`src/rtl/countdown_timer_if.sv`:
```
// Keypad/control inputs and BCD display/status outputs of the cook timer.
// Latency: n/a (signal bundle only).
// Backpressure: none; all inputs are strobes or levels sampled every cycle.
interface countdown_timer_if;
    logic       digit_valid;
    logic [3:0] digit;
    logic       start;
    logic       stop;
    logic       door_closed;
    logic [3:0] min;
    logic [3:0] sec_tens;
    logic [3:0] sec_ones;
    logic       running;
    logic       done;

    // Driver side: keypad and controller requests in, display/status out.
    modport master (
        output digit_valid, digit, start, stop, door_closed,
        input  min, sec_tens, sec_ones, running, done
    );

    // Timer side.
    modport slave (
        input  digit_valid, digit, start, stop, door_closed,
        output min, sec_tens, sec_ones, running, done
    );
endinterface

```
`src/rtl/countdown_timer.sv`:
```
// BCD cook-time register with keypad shift entry and once-per-second countdown.
// Latency: every output registered; digit entry visible one cycle after its strobe.
// Backpressure: none; digit strobes outside IDLE are dropped, stop/door pause RUN.
module countdown_timer #(
    parameter int TICKS_PER_SEC = 50_000_000
) (
    input  logic              clk,
    input  logic              reset,
    countdown_timer_if.slave  bus
);

    localparam int PW = (TICKS_PER_SEC <= 2) ? 1 : $clog2(TICKS_PER_SEC);
    localparam logic [PW-1:0] PRESC_LAST = PW'(TICKS_PER_SEC - 1);

    typedef enum logic [1:0] {
        IDLE  = 2'd0,
        RUN   = 2'd1,
        PAUSE = 2'd2
    } state_t;

    state_t        state_q, state_nxt;
    logic [3:0]    min_q, tens_q, ones_q;
    logic [3:0]    min_nxt, tens_nxt, ones_nxt;
    logic [PW-1:0] presc_q, presc_nxt;
    logic          running_q, running_nxt;
    logic          done_q, done_nxt;

    logic [3:0]    dec_min, dec_tens, dec_ones;
    logic          time_nz;
    logic          dec_zero;

    assign time_nz  = (min_q != 4'd0) || (tens_q != 4'd0) || (ones_q != 4'd0);
    assign dec_zero = (dec_min == 4'd0) && (dec_tens == 4'd0) && (dec_ones == 4'd0);

    // One-second BCD borrow chain; sec_tens above 5 simply counts down from where it is.
    always_comb begin
        dec_min  = min_q;
        dec_tens = tens_q;
        dec_ones = ones_q;
        if (ones_q != 4'd0) begin
            dec_ones = ones_q - 4'd1;
        end else if (tens_q != 4'd0) begin
            dec_ones = 4'd9;
            dec_tens = tens_q - 4'd1;
        end else begin
            dec_ones = 4'd9;
            dec_tens = 4'd5;
            dec_min  = min_q - 4'd1;
        end
    end

    // Next-state, time, prescaler and status; priority stop > door open > tick > start.
    always_comb begin
        state_nxt = state_q;
        min_nxt   = min_q;
        tens_nxt  = tens_q;
        ones_nxt  = ones_q;
        presc_nxt = presc_q;
        done_nxt  = 1'b0;

        unique case (state_q)
            IDLE: begin
                if (bus.stop) begin
                    min_nxt  = 4'd0;
                    tens_nxt = 4'd0;
                    ones_nxt = 4'd0;
                end else if (bus.start && bus.door_closed && time_nz) begin
                    state_nxt = RUN;
                    presc_nxt = '0;
                end else if (bus.digit_valid && (bus.digit <= 4'd9)) begin
                    min_nxt  = tens_q;
                    tens_nxt = ones_q;
                    ones_nxt = bus.digit;
                end
            end
            RUN: begin
                if (bus.stop || !bus.door_closed) begin
                    // Prescaler is held so a resume finishes the partial second.
                    state_nxt = PAUSE;
                end else if (presc_q == PRESC_LAST) begin
                    presc_nxt = '0;
                    min_nxt   = dec_min;
                    tens_nxt  = dec_tens;
                    ones_nxt  = dec_ones;
                    if (dec_zero) begin
                        state_nxt = IDLE;
                        done_nxt  = 1'b1;
                    end
                end else begin
                    presc_nxt = presc_q + 1'b1;
                end
            end
            PAUSE: begin
                if (bus.stop) begin
                    state_nxt = IDLE;
                    min_nxt   = 4'd0;
                    tens_nxt  = 4'd0;
                    ones_nxt  = 4'd0;
                end else if (bus.start && bus.door_closed) begin
                    state_nxt = RUN;
                end
            end
            default: begin
                state_nxt = IDLE;
            end
        endcase

        running_nxt = (state_nxt == RUN);
    end

    // State, time digits, prescaler and registered status flags.
    always_ff @(posedge clk or posedge reset) begin
        if (reset) begin
            state_q   <= IDLE;
            min_q     <= 4'd0;
            tens_q    <= 4'd0;
            ones_q    <= 4'd0;
            presc_q   <= '0;
            running_q <= 1'b0;
            done_q    <= 1'b0;
        end else begin
            state_q   <= state_nxt;
            min_q     <= min_nxt;
            tens_q    <= tens_nxt;
            ones_q    <= ones_nxt;
            presc_q   <= presc_nxt;
            running_q <= running_nxt;
            done_q    <= done_nxt;
        end
    end

    assign bus.min      = min_q;
    assign bus.sec_tens = tens_q;
    assign bus.sec_ones = ones_q;
    assign bus.running  = running_q;
    assign bus.done     = done_q;

endmodule

```
`src/flat_wrapper.sv`:
```
// flat-port wrapper written by rule: the top's interface ports become plain ports
module countdown_timer_flat 
#(
    parameter int TICKS_PER_SEC = 50_000_000
)
  (clk, reset, bus_digit_valid, bus_digit, bus_start, bus_stop, bus_door_closed, bus_min, bus_sec_tens, bus_sec_ones, bus_running, bus_done);
  countdown_timer_if bus_i ();
  input  logic clk;
  input  logic reset;
  input wire logic [$bits(bus_i.digit_valid)-1:0] bus_digit_valid;
  input wire logic [$bits(bus_i.digit)-1:0] bus_digit;
  input wire logic [$bits(bus_i.start)-1:0] bus_start;
  input wire logic [$bits(bus_i.stop)-1:0] bus_stop;
  input wire logic [$bits(bus_i.door_closed)-1:0] bus_door_closed;
  output wire logic [$bits(bus_i.min)-1:0] bus_min;
  output wire logic [$bits(bus_i.sec_tens)-1:0] bus_sec_tens;
  output wire logic [$bits(bus_i.sec_ones)-1:0] bus_sec_ones;
  output wire logic [$bits(bus_i.running)-1:0] bus_running;
  output wire logic [$bits(bus_i.done)-1:0] bus_done;
  assign bus_i.digit_valid = bus_digit_valid;
  assign bus_i.digit = bus_digit;
  assign bus_i.start = bus_start;
  assign bus_i.stop = bus_stop;
  assign bus_i.door_closed = bus_door_closed;
  assign bus_min = bus_i.min;
  assign bus_sec_tens = bus_i.sec_tens;
  assign bus_sec_ones = bus_i.sec_ones;
  assign bus_running = bus_i.running;
  assign bus_done = bus_i.done;
  countdown_timer #(.TICKS_PER_SEC(TICKS_PER_SEC)) u_core (.clk(clk), .reset(reset), .bus(bus_i));
endmodule
```
`config.mk`:
```
export PLATFORM = sky130hd
export DESIGN_NAME = countdown_timer_flat
export DESIGN_NICKNAME = d
export VERILOG_FILES = /design/src/rtl/countdown_timer_if.sv /design/src/rtl/countdown_timer.sv /design/src/flat_wrapper.sv
export SDC_FILE = /design/constraint.sdc
export NUM_CORES = 1
export LEC_CHECK = 0
export CAP_MARGIN = 20
export CORE_ASPECT_RATIO = 1.4
export CORE_MARGIN = 5
export CORE_UTILIZATION = 50
export DETAILED_ROUTE_END_ITERATION = 6
export GPL_TIMING_DRIVEN = 0
export PLACE_DENSITY_LB_ADDON = 0.1
export RECOVER_POWER = 50
export REMOVE_ABC_BUFFERS = 1
export SLEW_MARGIN = 15
export SYNTH_ARGS = -nofsm -noshare
export SYNTH_HDL_FRONTEND = slang
export SYNTH_SLANG_ARGS = --single-unit
```
`constraint.sdc`:
```
create_clock -name clk -period 2.85 [get_ports clk]
set_input_delay 0.4275 -clock clk [delete_from_list [all_inputs] [get_ports clk]]
set_output_delay 0.4275 -clock clk [all_outputs]
set_load 0.01 [all_outputs]
```
==> results.tsv, run 1 <==
stage	metric	value	unit
routing	avgRoutedWirePerCell	15.8	µm
placed_design	gp_congestion	0.852	
timing	fmaxAchievable	0.379	GHz
floorplanning	start_util	0.515	
min_path	holdPathEnd	u_core.presc_q[1]	
global_route	grt_use_total	0.196	
timing	fin_skew	0.0114	ns
synth	ys_seq_elements	42	
synth	synth_flop_cell	dfrtp_1	
clock_network	cts_max_level	2	
clock_network	cts_tree	done	
floorplanning	core_area	5160	µm²
global_route	antenna_found_initial	0	
floorplanning	io_pins	24	
timing	max_slew_margin	0.0786	
synth	async_reset_ff_frac	1.00	
synth	syn_area	2660	µm²
timing	fin_crit_sh	0.925	
timing	final-hold-violation-count	0	
setup_path	crit_buf_inv	1	
floorplanning	die_w	71.6	µm
synth	ys_seq_area_frac	0.396	
clock_network	cts_max_path_buffers	2	
setup_path	cp-end-kind	register	
synth	ys_warn_count	0	
routing	drt_iter0_markers	139	
routing	drtAntennaViolNets	0	
clock_network	cts_made_buffers	5	
min_path	min_from	u_core.presc_q[1]	
timing	maxSlewViolCount	0	
routing	drt_first_pass_iters	4	
routing	via_per_inst	5.99	
timing	hold_ws	0.537	ns
finish	diodes	0	
clock_network	clkTransAtPathRegs	0.08	ns
power	power.leakage	1.26	nW
timing	worstMarginPinSlew	1.38	ns
global_route	grt_pass1_vias	2391	
routing	drt-total-wl	6.32	mm
setup_path	crit_type	register to register	
global_route	grt.overflow.total	0	
min_path	hold_depth	2	
setup_path	rr_startpoint	u_core.state_q[0]	
run_status	status	completed	
setup_path	crit_arrival	2.86	ns
finish	drive_gt1_frac	0.0631	
setup_path	crit_path_cell_trace	inv_1 -> ha_1 -> nor4bb_1 -> a311oi_2 -> and3_1 -> nand2_1 -> or3_1 -> a21oi_1	
floorplanning	die_area	6890	µm²
timing	grt_setup_unrepaired	false	
routing	wl_met2	3.31	mm
floorplanning	die_h	96.2	µm
routing	met1Wirelength	2.71	mm
job	drv_cap	0	
floorplanning	rows	31	
setup_path	critPathMaxFanout	7	
synth	syn_avg_cell_area	8.51	µm²
routing	drc	0	
clock_network	cts_setup_buffers	0	
setup_path	rrSetupSlack	0.21	ns
min_path	hp-class	register to register	
power	vdd_drop_max	0.603	mV
power	power_density	835	nW/µm²
setup_path	start_kind	register	
setup_path	critPathRequiredTime	3.07	ns
setup_path	rr_worst_depth	8	
routing	dr.max_layer_used	met4	
clock_network	insertion_delay	0.29	ns
finish	syn_to_final_growth	15.4	%
finish	nets	349	
clock_network	cts-root-buf	clkbuf_8	
setup_path	max_stage_delay	0.49	ns
finish	final_common_cell	dfrtp_1	
timing	tns	0	ns
timing	period_minus_slack	2.64	ns
global_route	grt_first_pass_wirelength	10.9	mm
finish	layout.cells.most_common_list	42 x dfrtp_1, 37 x o21ai_0, 36 x nand2_1, 33 x nor2_1, 15 x clkdlybuf4s50_1	
global_route	grt_max_degree	32	
synth	synth-edff-count	0	
clock_network	clock-sinks	42	
power	finalPower	2.56	mW
routing	wl_met3	179	µm
routing	vias	2389	
synth	synth_cell_types	51	
synth	syn_inst	312	
setup_path	cpMaxStageDelayCell	a311oi_2	
placed_design	dp_hpwl	4.44	mm
timing	setup_viol	0	
setup_path	critPathTopFamily	simple AND/OR/NAND/NOR gates	
setup_path	r2r-end	u_core.presc_q[24]	
placed_design	portBuffers	23	
[power breakdown]
| group | total, mW | internal (mW) | switching [mW] |
|---|---|---|---|
| clock network | 0.462 | 0.262 | 0.200 |
| registers | 0.891 | 0.692 | 0.199 |
| logic | 1.21 | 0.501 | 0.705 |
[routing by layer]
metal,vias up,GRT usage
met3,14,0.0334
met4,0,0.0925
met5,-,0
met2,50,0.350
met1,1159,0.226
li1,1166,-
[cells by family (layout without fill, tap and decap cells)]
group | Yosys count | after routing | synth area share
AOI/OAI and AO/OA | 81 | 81 | 0.188
muxes | 3 | 3 | 0.0118
buffers and inverters | 22 | 43 | 0.0372
DFF | 42 | 42 | 0.396
and+or+nand+nor | 142 | 142 | 0.285
xor gates and xnor gates | 15 | 15 | 0.0495
adders and majority gates | 7 | 7 | 0.0330
[sequential cells by signal, indices dropped and copies added, names as in the netlist]
signal	cells
u_core.bus.done	1
u_core.bus.min	4
u_core.bus.running	1
u_core.bus.sec_ones	4
u_core.bus.sec_tens	4
u_core.presc_q	26
u_core.state_q	2
[metrics by stage]
| stage | area, µm² | worst slack, ns | util | cells |
|---|---|---|---|---|
| after global placement | 2900 | -0.573 | 0.563 | 388 |
| after floorplan | 2590 | 0.422 | - | 299 |
| after detailed placement | 2940 | -0.0979 | 0.570 | 391 |
| final | 3060 | 0.214 | 0.594 | 399 |
| after CTS | 3050 | 0.113 | 0.591 | 399 |
| after global routing | 3060 | 0.0734 | 0.594 | 399 |
[worst register-to-register path, stage by stage, from the launching register on]
cell,delay (ns)
dfrtp_1,0.48
inv_1,0.12
ha_1,0.31
nor4bb_1,0.18
a311oi_2,0.49
and3_1,0.38
nand2_1,0.14
or3_1,0.33
a21oi_1,0.15
[how the worst max path moves through the flow]
| stage | depth (start not counted) | endpoint | from |
|---|---|---|---|
| after global placement | 6 | u_core.bus.sec_ones[0] | bus_stop |
| after floorplan | 7 | u_core.bus.sec_ones[0] | u_core.presc_q[0] |
| after detailed placement | 8 | u_core.presc_q[23] | u_core.state_q[1] |
| final | 8 | u_core.presc_q[24] | u_core.state_q[0] |
| after global routing | 8 | u_core.presc_q[24] | u_core.state_q[0] |
| after CTS | 8 | u_core.presc_q[23] | u_core.state_q[1] |
[synth_stat cells, types with 6 or more instances]
master | instances | area [µm²]
nand4_1 | 9 | 56.3
clkbuf_1 | 6 | 22.5
inv_1 | 9 | 33.8
a21boi_0 | 9 | 67.6
dfrtp_1 | 42 | 1050
a21oi_1 | 13 | 65.1
xor2_1 | 11 | 96.3
nor2_1 | 33 | 124
nand3_1 | 13 | 65.1
nor3_1 | 9 | 45.0
ha_1 | 7 | 87.6
o21ai_0 | 37 | 185
nand2_1 | 36 | 135
and3_1 | 6 | 37.5
[layout make-up]
cell class / instances / area [µm²]
fillers: 465 / 2100
multi-input cells: 248 / 1530
well taps: 66 / 82.6
flip-flops and latches: 42 / 1050
repair buffers: 26 / 255
clock buffers: 7 / 76.3
clock inverters: 1 / 30.0
inverters: 9 / 33.8
[what timing repair did]
item,4_1_cts,5_1_grt
hold endpoints to repair,0,0
hold buffers,0,0
endpoints found under the setup margin,4,4
resized for setup,1,3
(Power assumes the default switching activity.)
==> inputs of run 2 (changes only) <==
--- a/config.mk
+++ b/config.mk
@@ -7,7 +7,7 @@
 export LEC_CHECK = 0
 export CAP_MARGIN = 20
 export CORE_ASPECT_RATIO = 1.4
-export CORE_MARGIN = 5
+export CORE_MARGIN = 4
 export CORE_UTILIZATION = 50
 export DETAILED_ROUTE_END_ITERATION = 6
 export GPL_TIMING_DRIVEN = 0
==> run 2 against run 1 <==
Die area is 4.8% lower. Sequential share of layout area is 0.20 points higher. Clock-buffer cell count is 2 lower. Clock power is 1% higher. Worst hold slack better by 0.0030 ns. Critical path depth stayed put. Via count is 0.21% lower. Combinational power hardly changed. Flip-flop and latch count stayed put. Routed wire length is 1.7% lower. Largest cell class unchanged.
==> results.tsv, run 2 (synthesis results as in run 1) <==
stage	metric	value	unit
placed_design	portBuffers	23	
setup_path	critPathMaxFanout	7	
timing	setup_viol	0	
routing	wl_met3	215	µm
finish	nets	349	
power	p_comb_frac	0.469	
power	power.leakage	1.24	nW
job	drv_cap	0	
clock_network	cts_tree	done	
finish	syn_to_final_growth	14.7	%
power	p_int	1.45	mW
floorplanning	die_area	6560	µm²
finish	finish.utilization	0.590	
setup_path	crit_arrival	2.86	ns
routing	wl_met2	3.25	mm
power	vdd_drop_max	0.626	mV
routing	avgRoutedWirePerCell	15.6	µm
finish	final_common_cell	dfrtp_1	
min_path	hp-class	register to register	
global_route	grt.overflow.total	0	
global_route	grt_max_degree	29	
global_route	grt_pass1_vias	2365	
placed_design	dp_hpwl	4.45	mm
setup_path	crit_type	register to register	
clock_network	clkTransAtPathRegs	0.08	ns
routing	drc	0	
finish	diodes	0	
clock_network	cts-resized-gates	1	
routing	dr.max_layer_used	met4	
routing	drtAntennaViolNets	0	
finish	layout.cells.most_common_list	42 x dfrtp_1, 37 x o21ai_0, 36 x nand2_1, 33 x nor2_1, 15 x clkdlybuf4s50_1	
timing	hold_ws	0.540	ns
power	power_density	841	nW/µm²
power	clkPwrFrac	0.183	
global_route	grt_use_total	0.198	
setup_path	cp-end-kind	register	
timing	fin_ws	0.221	ns
timing	fmaxAchievable	0.380	GHz
timing	grt_setup_unrepaired	false	
clock_network	cts-root-buf	clkbuf_8	
placed_design	placed_cells	391	
routing	drt-total-wl	6.22	mm
setup_path	start_kind	register	
global_route	grt_first_pass_wirelength	10.5	mm
routing	met1Wirelength	2.56	mm
timing	final-hold-violation-count	0	
finish	drive_gt1_frac	0.0691	
clock_network	cts_setup_buffers	0	
finish	finalNonFillerCells	399	
run_status	status	completed	
floorplanning	die_h	94.2	µm
floorplanning	rows	31	
power	p_switching	1.11	mW
routing	drt_iter0_markers	50	
floorplanning	core_area	5160	µm²
setup_path	critPathRequiredTime	3.08	ns
floorplanning	die_w	69.6	µm
placed_design	gp_congestion	0.818	
clock_network	insertion_delay	0.30	ns
routing	vias	2384	
global_route	antenna_found_initial	0	
power	sequentialPowerShare	0.348	
timing	period_minus_slack	2.63	ns
timing	max_slew_margin	0.0156	
placed_design	dp_slack	-0.145	ns
timing	fin_crit_sh	0.922	
finish	regMostFlops	u_core.presc_q	
power	finalPower	2.56	mW
timing	fin_skew	0.0101	ns
floorplanning	start_util	0.515	
clock_network	clock-sinks	42	
clock_network	cts_made_buffers	5	
clock_network	hold_buffers	0	
finish	largest_reg_flops	26	
routing	drt_first_pass_iters	4	
power	power.share.switching	0.434	
routing	via_per_inst	5.97	
timing	worstMarginPinSlew	1.48	ns
clock_network	cts_max_level	2	
floorplanning	io_pins	24	
clock_network	cts_max_path_buffers	2	
timing	maxSlewViolCount	0	
==> run 2: path summary, 6_finish.rpt <==
check                             startpoint                endpoint  slack [ns]  depth (start not counted)
hold reg to reg            u_core.presc_q[5]       u_core.presc_q[5]        0.54                          1
hold / removal             u_core.presc_q[5]       u_core.presc_q[5]        0.54                          1
setup reg to reg           u_core.state_q[1]      u_core.presc_q[24]        0.22                          8
setup / recovery           u_core.state_q[1]      u_core.presc_q[24]        0.22                          8
max in group asynchronous              reset       u_core.presc_q[6]        0.46                          3
min in group asynchronous              reset  u_core.bus.sec_ones[2]        0.62                          2
==> run 2: area by class of cell <==
type	instances	area (µm²)
clock buffer	5	68.8
multi-input combinational	248	1530
sequential	42	1050
inverter	9	33.8
fill	476	2110
tap	66	82.6
clock inverter	3	40.0
timing repair buffer	26	244
==> run 2: power groups by stage <==
stage	clock, mW	combinational (mW)	sequential, mW
6_report	0.468	1.20	0.892
5_1_grt	0.502	1.34	0.907
3_5_place_dp	0	1.20	0.897
3_3_place_gp	0	1.19	0.896
2_1_floorplan	0	0.804	0.879
4_1_cts	0.475	1.21	0.886
==> run 2: per-stage QoR <==
stage	setup TNS, ns	cell area [µm²]
after floorplan	0	2590
after global placement	-5.07	2900
after detailed placement	-0.309	2940
after CTS	0	3050
after global routing	0	3050
final	0	3050
==> run 2: per-layer routing <==
metal / vias to the layer above / global-route usage
met5: - / 0
li1: 1169 / -
met1: 1131 / 0.215
met2: 65 / 0.370
met4: 0 / 0.0977
met3: 19 / 0.0310
==> run 2: worst max-delay path: stages, from the launching register on <==
cell      delay (ns)
dfrtp_1         0.43
inv_1           0.20
ha_1            0.34
mux2i_1         0.15
a311oi_2        0.46
and3_1          0.38
nand2_1         0.14
or3_1           0.32
a21oi_1         0.14
